File: config.mk
export PLATFORM = sky130hd
export DESIGN_NAME = servo_seq_multi_flat
export DESIGN_NICKNAME = d
export VERILOG_FILES = /design/src/rtl/servo_seq_multi_if.sv /design/src/rtl/servo_seq_multi.sv /design/src/flat_wrapper.sv
export SDC_FILE = /design/constraint.sdc
export NUM_CORES = 1
export LEC_CHECK = 0
export BUFFER_PORTS_ARGS = -buffer_cell sky130_fd_sc_hd__buf_4
export CAP_MARGIN = 40
export CORE_ASPECT_RATIO = 0.6
export CORE_UTILIZATION = 44
export DETAILED_ROUTE_END_ITERATION = 10
export GPL_ROUTABILITY_DRIVEN = 0
export PLACE_DENSITY_LB_ADDON = 0.15
export SLEW_MARGIN = 20
export SYNTH_ARGS = -nofsm -noshare
export SYNTH_HDL_FRONTEND = slang
export SYNTH_SLANG_ARGS = --single-unit
File: constraint.sdc
create_clock -name clk -period 3.2 [get_ports clk]
set_clock_uncertainty 0.15 [all_clocks]
set_input_delay 0.32 -clock clk [delete_from_list [all_inputs] [get_ports clk]]
set_output_delay 0.32 -clock clk [all_outputs]
set_load 0.01 [all_outputs]
File: src/rtl/servo_seq_multi_if.sv
// rtl/servo_seq_multi_if.sv - pulse-width table write bus for servo_seq_multi
// Purpose: groups the table write strobe with its channel, entry and data.
// Signals:
//   wr_en    table write strobe (commits on the clk edge)
//   wr_ch    channel to write; values >= NUM_CH are ignored by the slave
//   wr_idx   table entry to write
//   wr_data  pulse width in PWM ticks
// Modports: master drives the bus, slave (servo_seq_multi) receives it.
interface servo_seq_multi_if #(
  parameter int NUM_CH     = 2,
  parameter int NUM_ANGLES = 4,
  parameter int W_W        = 8
);
  localparam int CH_W  = (NUM_CH > 1) ? $clog2(NUM_CH) : 1;
  localparam int IDX_W = $clog2(NUM_ANGLES);

  logic             wr_en;
  logic [CH_W-1:0]  wr_ch;
  logic [IDX_W-1:0] wr_idx;
  logic [W_W-1:0]   wr_data;

  modport master (output wr_en, wr_ch, wr_idx, wr_data);
  modport slave  (input  wr_en, wr_ch, wr_idx, wr_data);
endinterface

File: src/rtl/servo_seq_multi.sv
// rtl/servo_seq_multi.sv - multi-channel servo PWM generator with angle sequencer
// Purpose: per channel, walks a writable pulse-width table at a programmable
// dwell rate (loop or ping-pong) and drives a frame-synchronous PWM output.
// Ports:
//   clk          system clock
//   reset        synchronous active-high reset
//   enable       per-channel enable: gates pwm_out and runs the sequencer
//   mode         per-channel sequence mode: 0 = loop, 1 = ping-pong
//   speed        per-channel dwell code, channel c at [c*SPD_W +: SPD_W]
//   wr           table write bus (slave modport)
//   pwm_out      registered PWM outputs
//   angle_idx    current table index per channel
//   frame_start  one-clk pulse on the first tick of each frame
module servo_seq_multi #(
  parameter int CLK_HZ       = 50_000_000,
  parameter int TICK_HZ      = 10_000,
  parameter int STEP_HZ      = 10,
  parameter int PERIOD_TICKS = 200,
  parameter int NUM_CH       = 2,
  parameter int NUM_ANGLES   = 4,
  parameter int W_W          = 8,
  parameter int SPD_W        = 3,
  parameter int RESET_W      = 15
) (
  input  logic                                 clk,
  input  logic                                 reset,
  input  logic [NUM_CH-1:0]                    enable,
  input  logic [NUM_CH-1:0]                    mode,
  input  logic [NUM_CH*SPD_W-1:0]              speed,
  servo_seq_multi_if.slave                     wr,
  output logic [NUM_CH-1:0]                    pwm_out,
  output logic [NUM_CH*$clog2(NUM_ANGLES)-1:0] angle_idx,
  output logic                                 frame_start
);
  localparam int IDX_W    = $clog2(NUM_ANGLES);
  localparam int TICK_DIV = (CLK_HZ / TICK_HZ > 0) ? CLK_HZ / TICK_HZ : 1;
  localparam int STEP_DIV = (TICK_HZ / STEP_HZ > 0) ? TICK_HZ / STEP_HZ : 1;
  localparam int TC_W     = (TICK_DIV > 1) ? $clog2(TICK_DIV) : 1;
  localparam int SC_W     = (STEP_DIV > 1) ? $clog2(STEP_DIV) : 1;
  localparam int FC_W     = (PERIOD_TICKS > 1) ? $clog2(PERIOD_TICKS) : 1;
  localparam int WL_W     = $clog2(PERIOD_TICKS + 1);
  localparam int D_W      = SPD_W + 2;   // holds 2*(2^SPD_W) without overflow

  typedef enum logic [1:0] {S_IDLE, S_DWELL, S_ADVANCE} seq_state_t;

  // ---------------- prescalers ----------------
  logic [TC_W-1:0] tick_cnt;
  logic [SC_W-1:0] step_cnt;
  logic            tick;
  logic            step;

  assign tick = (tick_cnt == TC_W'(TICK_DIV - 1));
  assign step = tick & (step_cnt == SC_W'(STEP_DIV - 1));

  always_ff @(posedge clk) begin
    if (reset) begin
      tick_cnt <= '0;
      step_cnt <= '0;
    end else begin
      tick_cnt <= tick ? '0 : tick_cnt + TC_W'(1);
      if (tick) step_cnt <= step ? '0 : step_cnt + SC_W'(1);
    end
  end

  // ---------------- frame counter ----------------
  // running is clear until the first tick after reset, so that tick is
  // treated as a wrap: it starts frame 0 and latches the widths.
  logic            running;
  logic [FC_W-1:0] frame_cnt;
  logic            frame_wrap;

  assign frame_wrap = tick & (~running | (frame_cnt == FC_W'(PERIOD_TICKS - 1)));

  always_ff @(posedge clk) begin
    if (reset) begin
      running     <= 1'b0;
      frame_cnt   <= '0;
      frame_start <= 1'b0;
    end else begin
      frame_start <= frame_wrap;
      if (tick) begin
        running   <= 1'b1;
        frame_cnt <= frame_wrap ? '0 : frame_cnt + FC_W'(1);
      end
    end
  end

  // ---------------- width table ----------------
  logic [W_W-1:0] width_tbl [NUM_CH][NUM_ANGLES];

  always_ff @(posedge clk) begin
    if (reset) begin
      for (int c = 0; c < NUM_CH; c++)
        for (int a = 0; a < NUM_ANGLES; a++)
          width_tbl[c][a] <= W_W'(RESET_W);
    end else if (wr.wr_en && (32'(wr.wr_ch) < NUM_CH)) begin
      width_tbl[wr.wr_ch][wr.wr_idx] <= wr.wr_data;
    end
  end

  // ---------------- sequencer ----------------
  seq_state_t     state_q [NUM_CH];
  seq_state_t     state_d [NUM_CH];
  logic [IDX_W-1:0] idx_q [NUM_CH];
  logic [IDX_W-1:0] idx_d [NUM_CH];
  logic             dir_dn_q [NUM_CH];   // 1 = ping-pong moving toward 0
  logic             dir_dn_d [NUM_CH];
  logic [D_W-1:0]   dwell_q [NUM_CH];
  logic [D_W-1:0]   dwell_d [NUM_CH];

  always_ff @(posedge clk) begin
    for (int c = 0; c < NUM_CH; c++) begin
      if (reset) begin
        state_q[c]  <= S_IDLE;
        idx_q[c]    <= '0;
        dir_dn_q[c] <= 1'b0;
        dwell_q[c]  <= '0;
      end else begin
        state_q[c]  <= state_d[c];
        idx_q[c]    <= idx_d[c];
        dir_dn_q[c] <= dir_dn_d[c];
        dwell_q[c]  <= dwell_d[c];
      end
    end
  end

  always_comb begin
    logic [D_W-1:0] target;
    target = '0;
    for (int c = 0; c < NUM_CH; c++) begin
      state_d[c]  = state_q[c];
      idx_d[c]    = idx_q[c];
      dir_dn_d[c] = dir_dn_q[c];
      dwell_d[c]  = dwell_q[c];
      target      = (D_W'(speed[c*SPD_W +: SPD_W]) + D_W'(1)) << 1;
      if (!enable[c]) begin
        state_d[c] = S_IDLE;   // index and direction hold while disabled
      end else begin
        case (state_q[c])
          S_IDLE: begin
            state_d[c] = S_DWELL;
            dwell_d[c] = '0;
          end
          S_DWELL: begin
            if (step) begin
              // >= so a speed lowered below the running count advances now
              if (dwell_q[c] + D_W'(1) >= target) begin
                state_d[c] = S_ADVANCE;
                dwell_d[c] = '0;
              end else begin
                dwell_d[c] = dwell_q[c] + D_W'(1);
              end
            end
          end
          S_ADVANCE: begin
            state_d[c] = S_DWELL;
            if (!mode[c]) begin
              idx_d[c] = idx_q[c] + IDX_W'(1);   // power-of-two table wraps
            end else if (!dir_dn_q[c]) begin
              if (idx_q[c] == IDX_W'(NUM_ANGLES - 1)) begin
                dir_dn_d[c] = 1'b1;
                idx_d[c]    = idx_q[c] - IDX_W'(1);
              end else begin
                idx_d[c] = idx_q[c] + IDX_W'(1);
              end
            end else begin
              if (idx_q[c] == '0) begin
                dir_dn_d[c] = 1'b0;
                idx_d[c]    = idx_q[c] + IDX_W'(1);
              end else begin
                idx_d[c] = idx_q[c] - IDX_W'(1);
              end
            end
          end
          default: state_d[c] = S_IDLE;
        endcase
      end
    end
  end

  for (genvar g = 0; g < NUM_CH; g++) begin : g_idx
    assign angle_idx[g*IDX_W +: IDX_W] = idx_q[g];
  end

  // ---------------- width latch and PWM ----------------
  logic [WL_W-1:0] width_sel [NUM_CH];
  logic [WL_W-1:0] width_lat [NUM_CH];

  always_comb begin
    for (int c = 0; c < NUM_CH; c++) begin
      width_sel[c] = (32'(width_tbl[c][idx_q[c]]) >= 32'(PERIOD_TICKS))
                     ? WL_W'(PERIOD_TICKS) : WL_W'(width_tbl[c][idx_q[c]]);
    end
  end

  // A table write in the wrap clk is not yet visible here, so the latch
  // takes the old value and the new one applies from the next frame.
  always_ff @(posedge clk) begin
    for (int c = 0; c < NUM_CH; c++) begin
      if (reset) begin
        width_lat[c] <= '0;
        pwm_out[c]   <= 1'b0;
      end else begin
        if (frame_wrap) width_lat[c] <= width_sel[c];
        pwm_out[c] <= enable[c] & (32'(frame_cnt) < 32'(width_lat[c]));
      end
    end
  end
endmodule
File: src/flat_wrapper.sv
// flat-port wrapper written by rule: the top's interface ports become plain ports
module servo_seq_multi_flat 
#(
  parameter int CLK_HZ       = 50_000_000,
  parameter int TICK_HZ      = 10_000,
  parameter int STEP_HZ      = 10,
  parameter int PERIOD_TICKS = 200,
  parameter int NUM_CH       = 2,
  parameter int NUM_ANGLES   = 4,
  parameter int W_W          = 8,
  parameter int SPD_W        = 3,
  parameter int RESET_W      = 15
)
  (clk, reset, enable, mode, speed, pwm_out, angle_idx, frame_start, wr_wr_en, wr_wr_ch, wr_wr_idx, wr_wr_data);
  servo_seq_multi_if #(.NUM_CH(NUM_CH), .NUM_ANGLES(NUM_ANGLES), .W_W(W_W)) wr_i ();
  input  logic clk;
  input  logic reset;
  input  logic [NUM_CH-1:0] enable;
  input  logic [NUM_CH-1:0] mode;
  input  logic [NUM_CH*SPD_W-1:0] speed;
  output logic [NUM_CH-1:0] pwm_out;
  output logic [NUM_CH*$clog2(NUM_ANGLES)-1:0] angle_idx;
  output logic frame_start;
  input wire logic [$bits(wr_i.wr_en)-1:0] wr_wr_en;
  input wire logic [$bits(wr_i.wr_ch)-1:0] wr_wr_ch;
  input wire logic [$bits(wr_i.wr_idx)-1:0] wr_wr_idx;
  input wire logic [$bits(wr_i.wr_data)-1:0] wr_wr_data;
  assign wr_i.wr_en = wr_wr_en;
  assign wr_i.wr_ch = wr_wr_ch;
  assign wr_i.wr_idx = wr_wr_idx;
  assign wr_i.wr_data = wr_wr_data;
  servo_seq_multi #(.CLK_HZ(CLK_HZ), .TICK_HZ(TICK_HZ), .STEP_HZ(STEP_HZ), .PERIOD_TICKS(PERIOD_TICKS), .NUM_CH(NUM_CH), .NUM_ANGLES(NUM_ANGLES), .W_W(W_W), .SPD_W(SPD_W), .RESET_W(RESET_W)) u_core (.clk(clk), .reset(reset), .enable(enable), .mode(mode), .speed(speed), .wr(wr_i), .pwm_out(pwm_out), .angle_idx(angle_idx), .frame_start(frame_start));
endmodule
==> flow_summary.yaml <==
outcome:
  status: "completed"
drt:
  drt_first_pass_iters: 5
  ant_nets: 0
  first_iter_violations: 392
  avgViaCountPerCell: 5.40
  wl_mm: 14.2
  num_vias: 4523
  wire_per_inst_um: 16.9
  drc_errors: 0
layout:
  area_growth_pct: 16.7
  fillers: 1276
  diodes: 0
  drive_gt1_share_pct: 16.3
  nets: 685
  finalNonFillerCells: 837
setup_path:
  ff2ff_path_depth: 9
  worstReg2RegStart: "u_core.dwell_q[0][0]"
  r2r-end: "u_core.dwell_q[0][4]"
  rrSetupSlack_ns: 0.43
  crit_required_ns: 3.40
  arrival_ns: 2.97
  end_kind: "flip-flop"
  cp_max_fo: 5
  start_kind: "flip-flop"
  critical_path_class: "flip-flop to flip-flop"
timing:
  tightest_slew_ns: 0.704
  tns_ns: 0
  finalCritPeriodShare_pct: 86.7
  slew_headroom_pct: 53.0
  rsz0062_at_grt: "no"
  fin_ws_ns: 0.427
  min_period_ns: 2.77
  slew_violations: 0
  clock.fmax_mhz: 361
  hold_viol_final: 0
  final-setup-viol-count: 0
grt:
  grt_overflow: 0
  grt_pass1_vias: 4398
  grt_util_met3_pct: 5.02
  grt.met2_usage_pct: 28.0
  grt_pass1_wl_mm: 23.9
  grt_max_degree: 27
  grt_util_all_layers_pct: 20.3
  met1_usage_pct: 30.9
  antenna_found_initial: 0
  grt_most_used_layer: "met1"
clocking:
  cts_resized: 0
  clock_path_buffers: 2
  root_buffer: "clkbuf_16"
  numCtsBuffers: 17
  cts_tree: "yes"
  clk_pin_slew_worst_paths_ns: 0.06
  postCtsSetupBuffers: 0
  cts-htree-levels: 4
  ctsHoldBuffers: 0
  clkSinkCount: 135
  clkLatencyLatePin_ns: 0.42
synth:
  syn_area_per_cell_um2: 11.4
  synth_largest_area_cell: "edfxtp_1"
  async_flop_share_pct: 0
  synth_cells: 576
  synth_cell_types: 53
  ys_ff_latch: 135
  ys.flop_type: "edfxtp_1"
  synth_edf_count: 80
  synth.area.top_cells: "edfxtp_1 37%, dfxtp_1 17%, ha_1 6.7%"
  synth_seq_area_share_pct: 53.2
  syn_area_um2: 6580
  synthMostInstantiatedCell: "edfxtp_1"
  synth_commonest_cells: "80 x edfxtp_1, 55 x dfxtp_1, 46 x nor2_1"
  synthesis.nets: 635
  synth_top_area_share_pct: 36.5
  synth_warnings: 0
floorplanning:
  start_util_pct: 45.2
  core_area_um2: 14500
  fp-row-count: 34
  die_x_um: 160
  die_height_um: 96.7
  die_area_um2: 15500
  ioPinCount: 31
place:
  dp_slack_ns: 0.467
  portBuffers: 30
  hpwl_mm: 10.2
  placedCellCount: 805
min_path:
  hold_path.class: "input pin to flip-flop"
  whs_endpoint: "u_core.idx_q[1][1]"
  holdCritStartpoint: "mode[1]"
  min_path_cells: 3
job:
  max-cap-violations: 0
power:
  finalPower_mw: 4.11
  p_per_area_nw_per_um2: 536
  vdd_ir_drop_max_mv: 0.363
  p_leak_nw: 2.94
## layout make-up
class | count | area, um2 | share of cell area, %
Sequential cell | 135 | 3500 | 45.6
Multi-Input combinational cell | 395 | 2880 | 37.5
Clock buffer | 17 | 425 | 5.54
Timing Repair Buffer | 45 | 338 | 4.40
Tap cell | 198 | 248 | 3.23
Clock inverter | 15 | 166 | 2.17
Inverter | 32 | 120 | 1.56
## cells by family after synthesis
logic type                 synth area share, %
DFF                                       53.2
muxes                                     5.63
and+or+nand+nor                           20.3
xor gates and xnor gates                  3.99
AOI/OAI and AO/OA                         7.19
adders and majority gates                 6.66
buffers and inverters                     3.00
## layout by cell type (no fill, tap or decap), types with 8 or more instances in the layout
| cell | instances |
|---|---|
| edfxtp_1 | 80 |
| dfxtp_1 | 55 |
| nor2_1 | 46 |
| buf_4 | 45 |
| nand2b_1 | 36 |
| ha_1 | 35 |
| inv_1 | 32 |
| nand2_1 | 29 |
| and2_1 | 28 |
| a21oi_1 | 25 |
| nand3_1 | 19 |
| xnor2_1 | 19 |
| and3_1 | 19 |
| clkbuf_16 | 17 |
| mux4_2 | 16 |
| o21ai_0 | 15 |
| nor2b_1 | 13 |
| xor2_1 | 11 |
| nor3_1 | 10 |
| nand4_1 | 8 |
## where the power goes
| group | switching (mW) | total [mW] | internal (mW) |
|---|---|---|---|
| registers | 0.0231 | 1.94 | 1.92 |
| logic | 0.122 | 0.210 | 0.0878 |
| clock network | 0.803 | 1.97 | 1.16 |
## worst max-delay path: stages (launching register included)
cell and delay (ns):
dfxtp_1 0.38, ha_1 0.24, xor2_1 0.19, ha_1 0.26, and3_1 0.18, o311a_1 0.33
a2111oi_2 0.53, buf_4 0.23, nand3_1 0.08, a21oi_1 0.15
## per-layer routing
metal  share of wire, %  up-vias
met5                  0        -
met1                 51     2225
met4                1.2        0
met2                 42       95
met3                5.4       17
li1                   -     2186
## flip-flops by register name (all words and copies together), names as in the netlist, 2 cells and up
name and count:
u_core.tick_cnt 13, u_core.dwell_q 10, u_core.frame_cnt 8, u_core.idx_q 4, u_core.dir_dn_q 2, u_core.width_tbl 64, u_core.step_cnt 10, u_core.width_lat 16
u_core.state_q 4, u_core.pwm_out 2
## worst max path at each step
stage,from,endpoint,slack [ns],cells after the start
4_1_cts,u_core.dwell_q[0][0],u_core.dwell_q[0][4],0.44,9
5_1_grt,u_core.dwell_q[0][0],u_core.dwell_q[0][4],0.21,9
3_3_place_gp,speed[0],u_core.dwell_q[0][4],0.52,10
3_5_place_dp,u_core.dwell_q[0][0],u_core.dwell_q[0][3],0.47,9
2_1_floorplan,u_core.dwell_q[0][0],u_core.dwell_q[0][2],0.62,8
6_report,u_core.dwell_q[0][0],u_core.dwell_q[0][4],0.43,9
## through the flow
stage	area (um2)	utilization, %	hold WS (ns)
global placement	7070	48.6	0.279
finish	7680	52.8	0.0717
detailed placement	7090	48.7	0.296
floorplan	6580	-	0.272
CTS	7680	52.8	0.0580
global route	7680	52.8	0.0689
No activity file was read; power rests on OpenSTA's default activity.
